File: config.mk
export PLATFORM = sky130hd
export DESIGN_NAME = imm_packer
export DESIGN_NICKNAME = d
export VERILOG_FILES = /design/src/rtl/imm_packer.sv
export SDC_FILE = /design/constraint.sdc
export NUM_CORES = 1
export LEC_CHECK = 0
export BUFFER_PORTS_ARGS = -buffer_cell sky130_fd_sc_hd__buf_4
export CORE_ASPECT_RATIO = 0.7
export CORE_MARGIN = 10
export CORE_UTILIZATION = 45
export DETAILED_ROUTE_END_ITERATION = 8
export GPL_TIMING_DRIVEN = 0
export PLACE_DENSITY = 0.69
export SLEW_MARGIN = 25
export SYNTH_ARGS = -nofsm -noshare
export SYNTH_HDL_FRONTEND = slang
export SYNTH_SLANG_ARGS = --single-unit
File: constraint.sdc
create_clock -name clk -period 2.73 [get_ports clk]
set_input_delay 0.546 -clock clk [delete_from_list [all_inputs] [get_ports clk]]
set_output_delay 0.546 -clock clk [all_outputs]
set_load 0.1 [all_outputs]
File: src/rtl/imm_packer.sv
// rtl/imm_packer.sv - scatters an immediate into RISC-V I/S/B/U/J instruction fields
// Two-stage valid/ready pipeline with representability check and saturating error count.
module imm_packer (
  input  logic        clk,
  input  logic        rst_n,
  input  logic        in_valid,
  output logic        in_ready,
  input  logic [2:0]  in_sel,
  input  logic [31:0] in_imm,
  input  logic [31:0] in_base,
  output logic        out_valid,
  input  logic        out_ready,
  output logic [31:0] out_ins,
  output logic        out_err,
  output logic [7:0]  err_cnt
);

  // Format codes, matching the core's Ext_Imm* encoding.
  localparam logic [2:0] EXT_IMM_I = 3'd0;
  localparam logic [2:0] EXT_IMM_S = 3'd1;
  localparam logic [2:0] EXT_IMM_B = 3'd2;
  localparam logic [2:0] EXT_IMM_U = 3'd3;
  localparam logic [2:0] EXT_IMM_J = 3'd4;

  logic        s1_valid_q, s1_valid_d;
  logic [2:0]  s1_sel_q,   s1_sel_d;
  logic [31:0] s1_imm_q,   s1_imm_d;
  logic [31:0] s1_base_q,  s1_base_d;
  logic        s1_err_q,   s1_err_d;

  logic        s2_valid_q, s2_valid_d;
  logic [31:0] s2_ins_q,   s2_ins_d;
  logic        s2_err_q,   s2_err_d;

  logic [7:0]  err_cnt_q,  err_cnt_d;

  logic        in_fire;
  logic        out_fire;
  logic        s2_load;
  logic        imm_err;
  logic [31:0] packed_ins;

  assign in_ready  = rst_n && (!s1_valid_q || !s2_valid_q || out_ready);
  assign in_fire   = in_valid && in_ready;
  assign out_fire  = s2_valid_q && out_ready;
  assign s2_load   = s1_valid_q && (!s2_valid_q || out_ready);

  assign out_valid = s2_valid_q;
  assign out_ins   = s2_ins_q;
  assign out_err   = s2_err_q;
  assign err_cnt   = err_cnt_q;

  // A field fits when every bit above its sign position repeats the sign.
  always_comb begin
    imm_err = 1'b1;
    case (in_sel)
      EXT_IMM_I,
      EXT_IMM_S: imm_err = !((&in_imm[31:11]) || !(|in_imm[31:11]));
      EXT_IMM_B: imm_err = !((&in_imm[31:12]) || !(|in_imm[31:12])) || in_imm[0];
      EXT_IMM_J: imm_err = !((&in_imm[31:20]) || !(|in_imm[31:20])) || in_imm[0];
      EXT_IMM_U: imm_err = |in_imm[11:0];
      default:   imm_err = 1'b1;
    endcase
  end

  always_comb begin
    packed_ins = s1_base_q;
    case (s1_sel_q)
      EXT_IMM_I: packed_ins[31:20] = s1_imm_q[11:0];
      EXT_IMM_S: begin
        packed_ins[31:25] = s1_imm_q[11:5];
        packed_ins[11:7]  = s1_imm_q[4:0];
      end
      EXT_IMM_B: begin
        packed_ins[31]    = s1_imm_q[12];
        packed_ins[7]     = s1_imm_q[11];
        packed_ins[30:25] = s1_imm_q[10:5];
        packed_ins[11:8]  = s1_imm_q[4:1];
      end
      EXT_IMM_U: packed_ins[31:12] = s1_imm_q[31:12];
      EXT_IMM_J: begin
        packed_ins[31]    = s1_imm_q[20];
        packed_ins[30:21] = s1_imm_q[10:1];
        packed_ins[20]    = s1_imm_q[11];
        packed_ins[19:12] = s1_imm_q[19:12];
      end
      default: packed_ins = s1_base_q;
    endcase
  end

  always_comb begin
    s1_valid_d = s1_valid_q;
    s1_sel_d   = s1_sel_q;
    s1_imm_d   = s1_imm_q;
    s1_base_d  = s1_base_q;
    s1_err_d   = s1_err_q;
    s2_valid_d = s2_valid_q;
    s2_ins_d   = s2_ins_q;
    s2_err_d   = s2_err_q;
    err_cnt_d  = err_cnt_q;

    if (in_fire) begin
      s1_valid_d = 1'b1;
      s1_sel_d   = in_sel;
      s1_imm_d   = in_imm;
      s1_base_d  = in_base;
      s1_err_d   = imm_err;
    end else if (s2_load) begin
      s1_valid_d = 1'b0;
    end

    // Stage 2 holds its word until the consumer takes it, so a stall freezes out_*.
    if (s2_load) begin
      s2_valid_d = 1'b1;
      s2_ins_d   = packed_ins;
      s2_err_d   = s1_err_q;
    end else if (out_fire) begin
      s2_valid_d = 1'b0;
    end

    if (out_fire && s2_err_q && (err_cnt_q != 8'hFF)) begin
      err_cnt_d = err_cnt_q + 8'd1;
    end
  end

  always_ff @(posedge clk) begin
    if (!rst_n) begin
      s1_valid_q <= 1'b0;
      s1_sel_q   <= 3'd0;
      s1_imm_q   <= 32'd0;
      s1_base_q  <= 32'd0;
      s1_err_q   <= 1'b0;
      s2_valid_q <= 1'b0;
      s2_ins_q   <= 32'd0;
      s2_err_q   <= 1'b0;
      err_cnt_q  <= 8'd0;
    end else begin
      s1_valid_q <= s1_valid_d;
      s1_sel_q   <= s1_sel_d;
      s1_imm_q   <= s1_imm_d;
      s1_base_q  <= s1_base_d;
      s1_err_q   <= s1_err_d;
      s2_valid_q <= s2_valid_d;
      s2_ins_q   <= s2_ins_d;
      s2_err_q   <= s2_err_d;
      err_cnt_q  <= err_cnt_d;
    end
  end

endmodule

## Word level (Yosys, flattened, before mapping)

Index checks and enable logic that the tools add are counted.

| cells by class | value |
|---|---|
| mux-type cells | 9 |
| reduce and logical (&&, ||, !) cells | 36 |
| add/subtract/negate cells | 1 |
| eq/ne operators | 9 |

Operator list:

| operator | count |
|---|---|
| 7-bit one-hot mux with 4 select lines | 1 |
| 12-bit OR reduction | 2 |
| 21-bit AND reduction | 1 |
| 21-bit OR reduction | 1 |
| 20-bit AND reduction | 1 |
| 20-bit OR reduction | 1 |
| 5-bit one-hot mux with 3 select lines | 1 |
| 3-bit by 2-bit == test with 1-bit output, second input constant | 4 |
| 12-bit AND reduction | 1 |
| 5-bit one-hot mux with 2 select lines | 1 |
| 8-bit by 1-bit adder with 8-bit output, second input constant | 1 |
| 1-bit logical NOT | 8 |
| 1-bit logical OR | 8 |
| 8-bit 2-to-1 mux | 1 |
| 8-bit inequality test, second input constant | 1 |
| 3-bit by 1-bit == test with 1-bit output, second input constant | 2 |
| 3-bit == test, second input constant | 2 |
| 1-bit logical AND | 6 |
| 3-bit logical NOT | 2 |
| 2-bit OR reduction | 3 |
| 1-bit 2-to-1 mux | 4 |
| 1-bit one-hot mux with 4 select lines | 1 |
| 2-bit nonzero test | 2 |

| word-level totals | value |
|---|---|
| output and inout bits | 43 |
| input port bits | 71 |
| bits in registers | 111 |
| word-level logic and storage cells | 64 |

## Longest topological paths before layout

Gate-level depths: netlist of the first run.

| logic depth | value |
|---|---|
| word-level depth | 6 |
| mapped depth | 8 |
| depth with buffers taken out | 6 |

## Worst setup path after synthesis of the first run

OpenSTA, ideal clock, no wires.

| timing path | value |
|---|---|
| path kind | register to register |
| start | reg s2_valid_q (netlist: out_valid) |
| end | reg s1_base_q[0] |
| buffers on the path | 2 |
| data required time | 2,617 ps |
| library setup time | 113 ps |
| slack | -715 ps |
| cell stages (with the launch flop) | 8 |
| clock period less this slack | 3,445 ps |
| arrival time | 3,332 ps |
| cells stage by stage | dfxtp_1 > nor2b_4 > a21oi_1 > nand2_1 > buf_2 > buf_2 > nand3_1 > nand2_1 |

| on the way | value |
|---|---|
| longest elaborated chain between the ends | 5 |

Ends and longest elaborated chain:

| item | RTL line | text |
|---|---|---|
| start: declaration | 31 | `logic s2_valid_q, s2_valid_d;` |
| start signal: assignment | 143 | `s2_valid_q <= s2_valid_d;` |
| 1-bit logical NOT | 43 | `assign in_ready = rst_n && (!s1_valid_q \|\| !s2_valid_q \|\| out_ready);` |
| 1-bit logical OR (2 in a row) | 43 |  |
| 1-bit logical AND | 43 |  |
| via in_ready | 7 | `output logic in_ready,` |
| 1-bit logical AND | 44 | `assign in_fire = in_valid && in_ready;` |
| end signal: assignment | 141 | `s1_base_q <= s1_base_d;` |
| end: declaration | 28 | `logic [31:0] s1_base_q, s1_base_d;` |

The timed path passes the listed nets, and every way through them passes these cells.
A chain may end at the register's enable or synchronous reset.

## Final worst setup path of the first run

| timing path | value |
|---|---|
| start | reg s2_valid_q (netlist: out_valid) |
| end | out in_ready |

| on the way | value |
|---|---|
| longest elaborated chain between the ends | 4 |

Ends and longest elaborated chain:

| item | RTL line |
|---|---|
| 1-bit logical NOT | 43 |
| 1-bit logical OR (2 in a row) | 43 |
| 1-bit logical AND | 43 |
| end: declaration | 7 |

No other way between the ends.

==> impl_summary.md, run 1 <==
Cells and area
The number of filler cells placed in the layout is between 900 and 1k. The antenna diode instance count is 0. The combined flip-flop and latch cell area is ~0.0022 mm^2. The core occupancy in the finished layout is 59.9%. After the last flow step, the layout net total stands at 760. Compared with the post-synthesis result, the final layout area differs by 29.4%. The multi-input gate area in the final layout is ~0.0021 mm^2. The post-route non-filler standard cell count is 821. The proportion of layout cells with a drive suffix above 1 is 22.9%.

Clock network
In this run the clock root is driven by a clkbuf_16. The cts-stage hold buffer count is 0. The clock edge transition at the registers on the reported setup and hold paths is roughly 70 ps. The number of clock sinks is between 100 and 150. Once the clock tree was built, the setup fixing pass inserted 0 buffers. TritonCTS created 9 clock buffers. TritonCTS built the clock tree. The source-to-sink clock delay at the later pin of the worst-skew pair is approximately 350 ps. The quantity of gates resized following cts is 0.

In this run the deepest clock path goes through 2 buffers. The maximum level of the CTS H-tree is 3.

Global route
The via count of the first global-routing pass was slightly above 4k. The pin count of the biggest net entering global routing is 18. The total congestion overflow after global routing is 0. The wire length of the first global-routing pass is 21300 um. The initial antenna violation count came to 0. In the global route stage, overall resource usage came out at 18.0%.

Synthesis
Yosys mapped a number of flops with a built-in enable equal to 0. The commonest cells after synthesis are nand2_1, dfxtp_1, nand3_1. The area share of the leading cell type in the synthesized netlist is between 40% and 50%. In the synthesized netlist, the number of instances is ~560. In the synthesized netlist the dominant register cell turns out to be dfxtp_1. The post-synthesis net count is ~640. The cell area that synthesis handed to floorplanning was approximately 0.0045 mm^2. The number of distinct standard cells referenced by the synthesized netlist is between 40 and 50.

The leading cell type by number of instances after synthesis is nand2_1. After synthesis the netlist holds a flip-flop and latch count of ~110. The proportion of synthesized chip area in sequential cells is roughly 50%. For this run, the number of Yosys warnings is 0. Yosys attributes the largest share of cell area to dfxtp_1, nand2_1, nand3_1.

The top cell type by total area after synthesis is dfxtp_1. The share of flip-flops with an asynchronous set or reset after synthesis is 0%. A synthesized cell averages 7.98 um^2.

Die
The height of the die is 104 um. The initialized floorplan defines 30 standard-cell rows. The number of I/O pins is between 100 and 150. The die extent in x is around 140 um. The die covers around 0.014 mm^2. The initial utilization of the core area, before any placement, comes to a little under half.

After floorplanning, the core was sized to cover 0.00972 mm^2.

Setup path
In this run the critical register-to-register path is launched from out_valid$_SDFFE_PN0P_. STA classifies the critical path startpoint as a register. The endpoint of the most critical register-to-register path is out_ins[5]$_SDFFE_PN0P_. By startpoint and endpoint, the worst setup path is classified as reg -> out. The worst register-to-register path has a depth of 6. The setup slack on the worst flop-to-flop path is between 900 and 1000 ps. Of all nets on the critical path, the largest fanout is 5. The worst setup path is captured at an output pin. For the worst setup path, the data arrival time is 1290 ps. The startpoint of the worst setup timing path is out_valid$_SDFFE_PN0P_. The critical path data required time is about 2200 ps.

Detailed routing
In the routed layout, each cell is associated on average with a via count of approximately 5.3. The post-detailed-route wirelength per cell is 16.7 um. The first routing iteration left ~380 violations.

For this block, the routed nets add up to between 10000 and 15000 um of wire. Once detail routing completed, the nets flagged for antenna violations numbered 0. Detailed routing inserted a total of 4342 vias. After detailed routing, the number of remaining DRC violations is 0.

The first TritonRoute pass finished after 6 iterations.

Pwr
The power density over the cells is between 600 and 700 mW/mm^2. The static power due to leakage is between 0.002 and 0.003 uW. The worst vdd rail ir drop is approximately 380 uV.

Hold path
In this run the worst hold path is classified as in -> reg. The end point of the worst hold path is s1_base_q[20]$_SDFFE_PN0P_. The source of the worst hold timing path is in_base[20]. The number of cells on the worst hold path is 3.

Timing
The final critical path time including I/O delays and setup is ~1800 ps. Of the available clock period, the critical path in the final layout requires between 60% and 70%. The total negative setup slack is 0 ps. For the pin with the worst max-slew slack, the measured transition is approximately 540 ps.

The maximum operating frequency is ~0.55 GHz. The max-slew headroom at the worst pin is 64.2%. Setup repair after global routing left no endpoint under its margin. The final hold slack is 379 ps.

The setup violation total in the final timing report is 0. The count of final hold-check violations was 0. The worst path setup slack after routing is about 900 ps.

The max-slew violation count came to 0. The worst-case clock skew is 6.24 ps.

Placement
Counting tap cells, the placed design contains a total of between 800 and 900 instances. The port buffer count is approximately 110. Detailed placement ended at an HPWL of about 11000 um. The pre-CTS worst setup slack is ~740 ps. The congestion estimate from routability-driven global placement came to about 0.90.

Status
The run finished with clean final reports.

Job
Across the run, the number of max-cap violations was 0.
==> layout by cell type, fill, tap and decap left out, types with 12 or more instances in the layout <==
master / netlist / layout
a211oi_1: 12 / 12
a21oi_1: 29 / 28
buf_2: 12 / 12
buf_4: 4 / 117
clkbuf_1: 17 / 17
dfxtp_1: 111 / 111
mux2i_1: 15 / 15
nand2_1: 167 / 167
nand3_1: 74 / 74
nor2_1: 35 / 35
==> power by group <==
| part | total (uW) | internal, uW | switching [uW] |
|---|---|---|---|
| clock | 1340 | 760 | 579 |
| combinational | 659 | 210 | 450 |
| sequential | 1790 | 1720 | 66.5 |
==> per-layer routing <==
| metal | part of all wire, % | routed length (um) | GRT usage, % | vias up |
|---|---|---|---|---|
| met4 | 0.90 | 123 | 4.09 | 0 |
| met1 | 48 | 6550 | 25.6 | 2009 |
| met3 | 8.9 | 1220 | 5.57 | 11 |
| met5 | 0 | 0 | 0 | - |
| li1 | - | - | - | 2165 |
| met2 | 42 | 5810 | 25.8 | 157 |
==> logic make-up after synthesis <==
logic type	synth area share, %
xor gates and xnor gates	1.17
DFF	49.4
AOI/OAI and AO/OA	9.87
adders and majority gates	0.501
buffers and inverters	4.34
and+or+nand+nor	31.4
muxes	3.34
==> how the worst max path moves through the flow <==
stage | endpoint | slack [ps] | cells past startpoint
5_1_grt | in_ready | 830 | 3
4_1_cts | in_ready | 870 | 3
3_5_place_dp | out_ins[29]$_SDFFE_PN0P_ | 740 | 7
2_1_floorplan | s1_base_q[0]$_SDFFE_PN0P_ | 40 | 7
3_3_place_gp | s1_imm_q[30]$_SDFFE_PN0P_ | 790 | 8
6_report | in_ready | 900 | 3
==> area by class of cell <==
class | instances | area share, %
flip-flops and latches | 111 | 38.2
multi-input cells | 413 | 35.8
repair buffers | 113 | 14.6
clock buffers | 11 | 4.34
plain buffers | 38 | 3.22
well taps | 128 | 2.75
clock inverters | 5 | 0.967
inverters | 2 | 0.129
==> flip-flops by register name, summed over array words and instances, names as in the netlist <==
signal and flops:
s1_sel_q 3, out_err 1, s1_base_q 32, s1_imm_q 32, err_cnt 8, out_ins 32, s1_valid_q 1, out_valid 1
s1_err_q 1
==> through the flow <==
step                      total power [uW]  instance area (um^2)
after floorplan                       2240                  4500
after global placement                2470                  5510
after detailed placement              2480                  5510
after CTS                             3800                  5820
after global routing                  3920                  5820
final                                 3790                  5820
==> worst max-delay path: stages, from the launching register on <==
cell	delay, ps
dfxtp_1	330
nor2b_4	140
a21oi_2	160
buf_4	310
No activity file was read; power rests on OpenSTA's default activity.
==> run 2, diff against run 1 <==
==> constraint.sdc (replaced) <==
create_clock -name clk -period 1.7 [get_ports clk]
set_input_delay 0.34 -clock clk [delete_from_list [all_inputs] [get_ports clk]]
set_output_delay 0.34 -clock clk [all_outputs]
set_load 0.1 [all_outputs]
==> run 2 against run 1 <==
  * Global-route usage rose by 0.16 points
  * Clock power rose by 62%
  * Critical path depth did not move
  * Core utilization rose by 0.57 points
  * Sequential share of layout area barely moved
  * Final cell count fell by 0.12%
  * Final area rose by 0.95%
  * Clock skew fell by 2.1 ps
  * Clock-buffer cell count rose by 1
  * Total power rose by 61%
  * Worst setup slack got worse by 820 ps
  * Critical path type unchanged
  * Largest cell class unchanged
  * Largest power group unchanged
==> impl_summary.md, run 2 (same netlist as run 1, synthesis figures left out) <==
Status
The flow ran to the end, and the final reports show no timing, DRC or antenna violations.

Placement
The routability congestion estimate is between 0.8 and 0.9. The HPWL after detailed placement is 10600 um. The count of buffers added on input and output ports is about 110. The instance area at placement is between 0.005 and 0.006 mm^2.

Cells and area
Across the whole layout, storage elements account for 0.00224 mm^2. Cells with a size suffix above 1 make up 24.7% of the layout. For this run, the post-layout net count is 760. The antenna diode instance count is 0.

The multi-input gate area in the final layout is roughly 0.0021 mm^2. The number of filler cells placed in the layout is 896. The core occupancy in the finished layout is 60.4%. Leaving out fill and tap cells, the most frequent cell in the layout is nand2_1. The area overhead of the layout relative to synthesis is 30.6%. The design area is ~0.0059 mm^2. The top cell types in the final layout, fill and taps aside, are nand2_1, buf_4, dfxtp_1, nand3_1, nor2_1.

Pwr
The power density over the cells is between 1000 and 1500 mW/mm^2. Total power for the finished layout comes to 6110 uW. VDD sags by at most between 500 and 600 uV. The static power due to leakage is ~0.0027 uW.

Die
The floorplan has 30 rows. The initial core utilization is approximately 46%. The die footprint is 0.0145 mm^2. In this run the count of I/O pins placed on the die edge is roughly 110. In this run the standard cell core region covers between 0.009 and 0.01 mm^2. The height of the die is roughly 100 um. The die extent in x is 140 um.

Global route
The met3 layer usage reported by global route is 6.34%. The initial antenna violation count is 0. The total congestion overflow after global routing is 0. After global routing, the most crowded layer is met2. For this run, the total global-route usage over all layers was measured as approximately 18%. The pin count of the biggest net entering global routing is 17.

The via count of the first global-routing pass is roughly 4.2k. Global routing consumed, on the met2 layer, a little over a quarter of the routing resources. The met1 demand-to-capacity share in global routing is roughly a quarter. The first global-routing pass estimated approximately 22000 um of wire.

Timing
The smallest clock period supported by the final layout is computed as between 1500 and 2000 ps. Measured against its own limit, the worst slew margin works out to between 60 and 70%. Setup repair after global routing left no endpoint under its margin. Static timing analysis puts the maximum clock frequency at 0.615 GHz. The final hold slack is ~170 ps. The setup violation total in the final timing report is 0. The count of final hold-check violations is 0. At the pin with the least slew margin, the transition time is ~560 ps. The max-slew violation count is 0.

After layout, the worst path uses 95.7% of the clock period. Clock skew on the completed layout was measured at around 4 ps. The total negative setup slack is 0 ps.

Clock network
The cts-stage hold buffer count is 0. The number of clock buffers added by TritonCTS is 9. Post-CTS timing repair inserted 0 buffers for setup. The CTS tree is yes. For this design, the sink count on the clock tree is 111. In this run the clock root is driven by a clkbuf_16. The buffer depth of the longest clock path is 2. Clock latency on the worst-skew pair, taken at its later pin, is around 350 ps. The H-tree was split into 3 levels.

The clock edge transition at the registers on the reported setup and hold paths is 70 ps.

Setup path
The critical path data required time is between 1000 and 1500 ps. The type of origin of the critical path is a register. Along the worst path, the maximum fanout reaches 5. At the worst endpoint, the arrival time is 1290 ps.

The endpoint kind of the worst setup timing path is an output pin. The category of the critical setup timing path is reg -> out.

Hold path
The kind of path behind the tightest hold check is in -> reg.

Detailed routing
For this block, the initial DRC count from the detailed router was approximately 370. Wires add up to roughly 14000 um. The number of vias in the routed layout is 4336. The post-detailed-route wirelength per cell is roughly 17 um.

The first TritonRoute pass finished after 5 iterations. The DRC violation count after routing is 0. The number of vias per cell is 5.29. The count of nets left with antenna violations once routing finished came out at 0.

Job
The tool flagged a number of max-cap violations equal to 0.
[run 2: cell count changes in the layout (fill, tap and decap cells not counted), moves of 2 or more]
cell | before | now
dfxtp_1 | 111 | 101
dfxtp_2 | 0 | 7
buf_2 | 12 | 8
buf_6 | 2 | 5
dfxtp_4 | 0 | 3
clkbuf_2 | 0 | 2
[run 2: path summary, 6_finish.rpt]
check / start / end / slack [ps] / cells after the start
max: out_valid$_SDFFE_PN0P_ / in_ready / 70 / 3
min: in_base[29] / s1_base_q[29]$_SDFFE_PN0P_ / 170 / 3
max reg2reg: s1_sel_q[1]$_SDFFE_PN0P_ / out_ins[20]$_SDFFE_PN0P_ / 140 / 5
min reg2reg: out_ins[29]$_SDFFE_PN0P_ / out_ins[29]$_SDFFE_PN0P_ / 450 / 2
[run 2: per-stage QoR]
stage,worst slack (ps),std cells
2_1_floorplan,-230,564
3_3_place_gp,-66.4,805
3_5_place_dp,-105,805
4_1_cts,59.8,820
5_1_grt,26.8,820
6_report,73.8,820
[run 2: final cells by class]
class	count	share of cell area, %
multi-input cells	413	35.7
flip-flops and latches	111	38.2
clock buffers	12	4.56
plain buffers	38	3.60
clock inverters	3	0.681
inverters	2	0.128
repair buffers	113	14.4
well taps	128	2.73
[run 2: worst max-delay path, cell delays in order (launching register included)]
cell	delay [ps]
dfxtp_4	350
nor2b_4	140
a21oi_4	140
buf_4	310
[run 2: what timing repair did]
item | 4_1_cts | 5_1_grt
hold endpoints to repair | 0 | 0
gates resized for setup | 1 | 5
pin swaps | 0 | 0
setup endpoints to repair | 10 | 22
[run 2: per-layer routing]
metal	share of wire, %	vias to the layer above
li1	-	2176
met1	47	1986
met2	42	160
met3	9.7	14
met4	1.1	0
met5	0	-
[run 2: report_power, final]
group	switching [uW]	leakage, uW	total [uW]	internal, uW
Combinational	729	0.00161	1070	343
Sequential	106	0.000920	2870	2760
Clock	911	0.000154	2170	1260
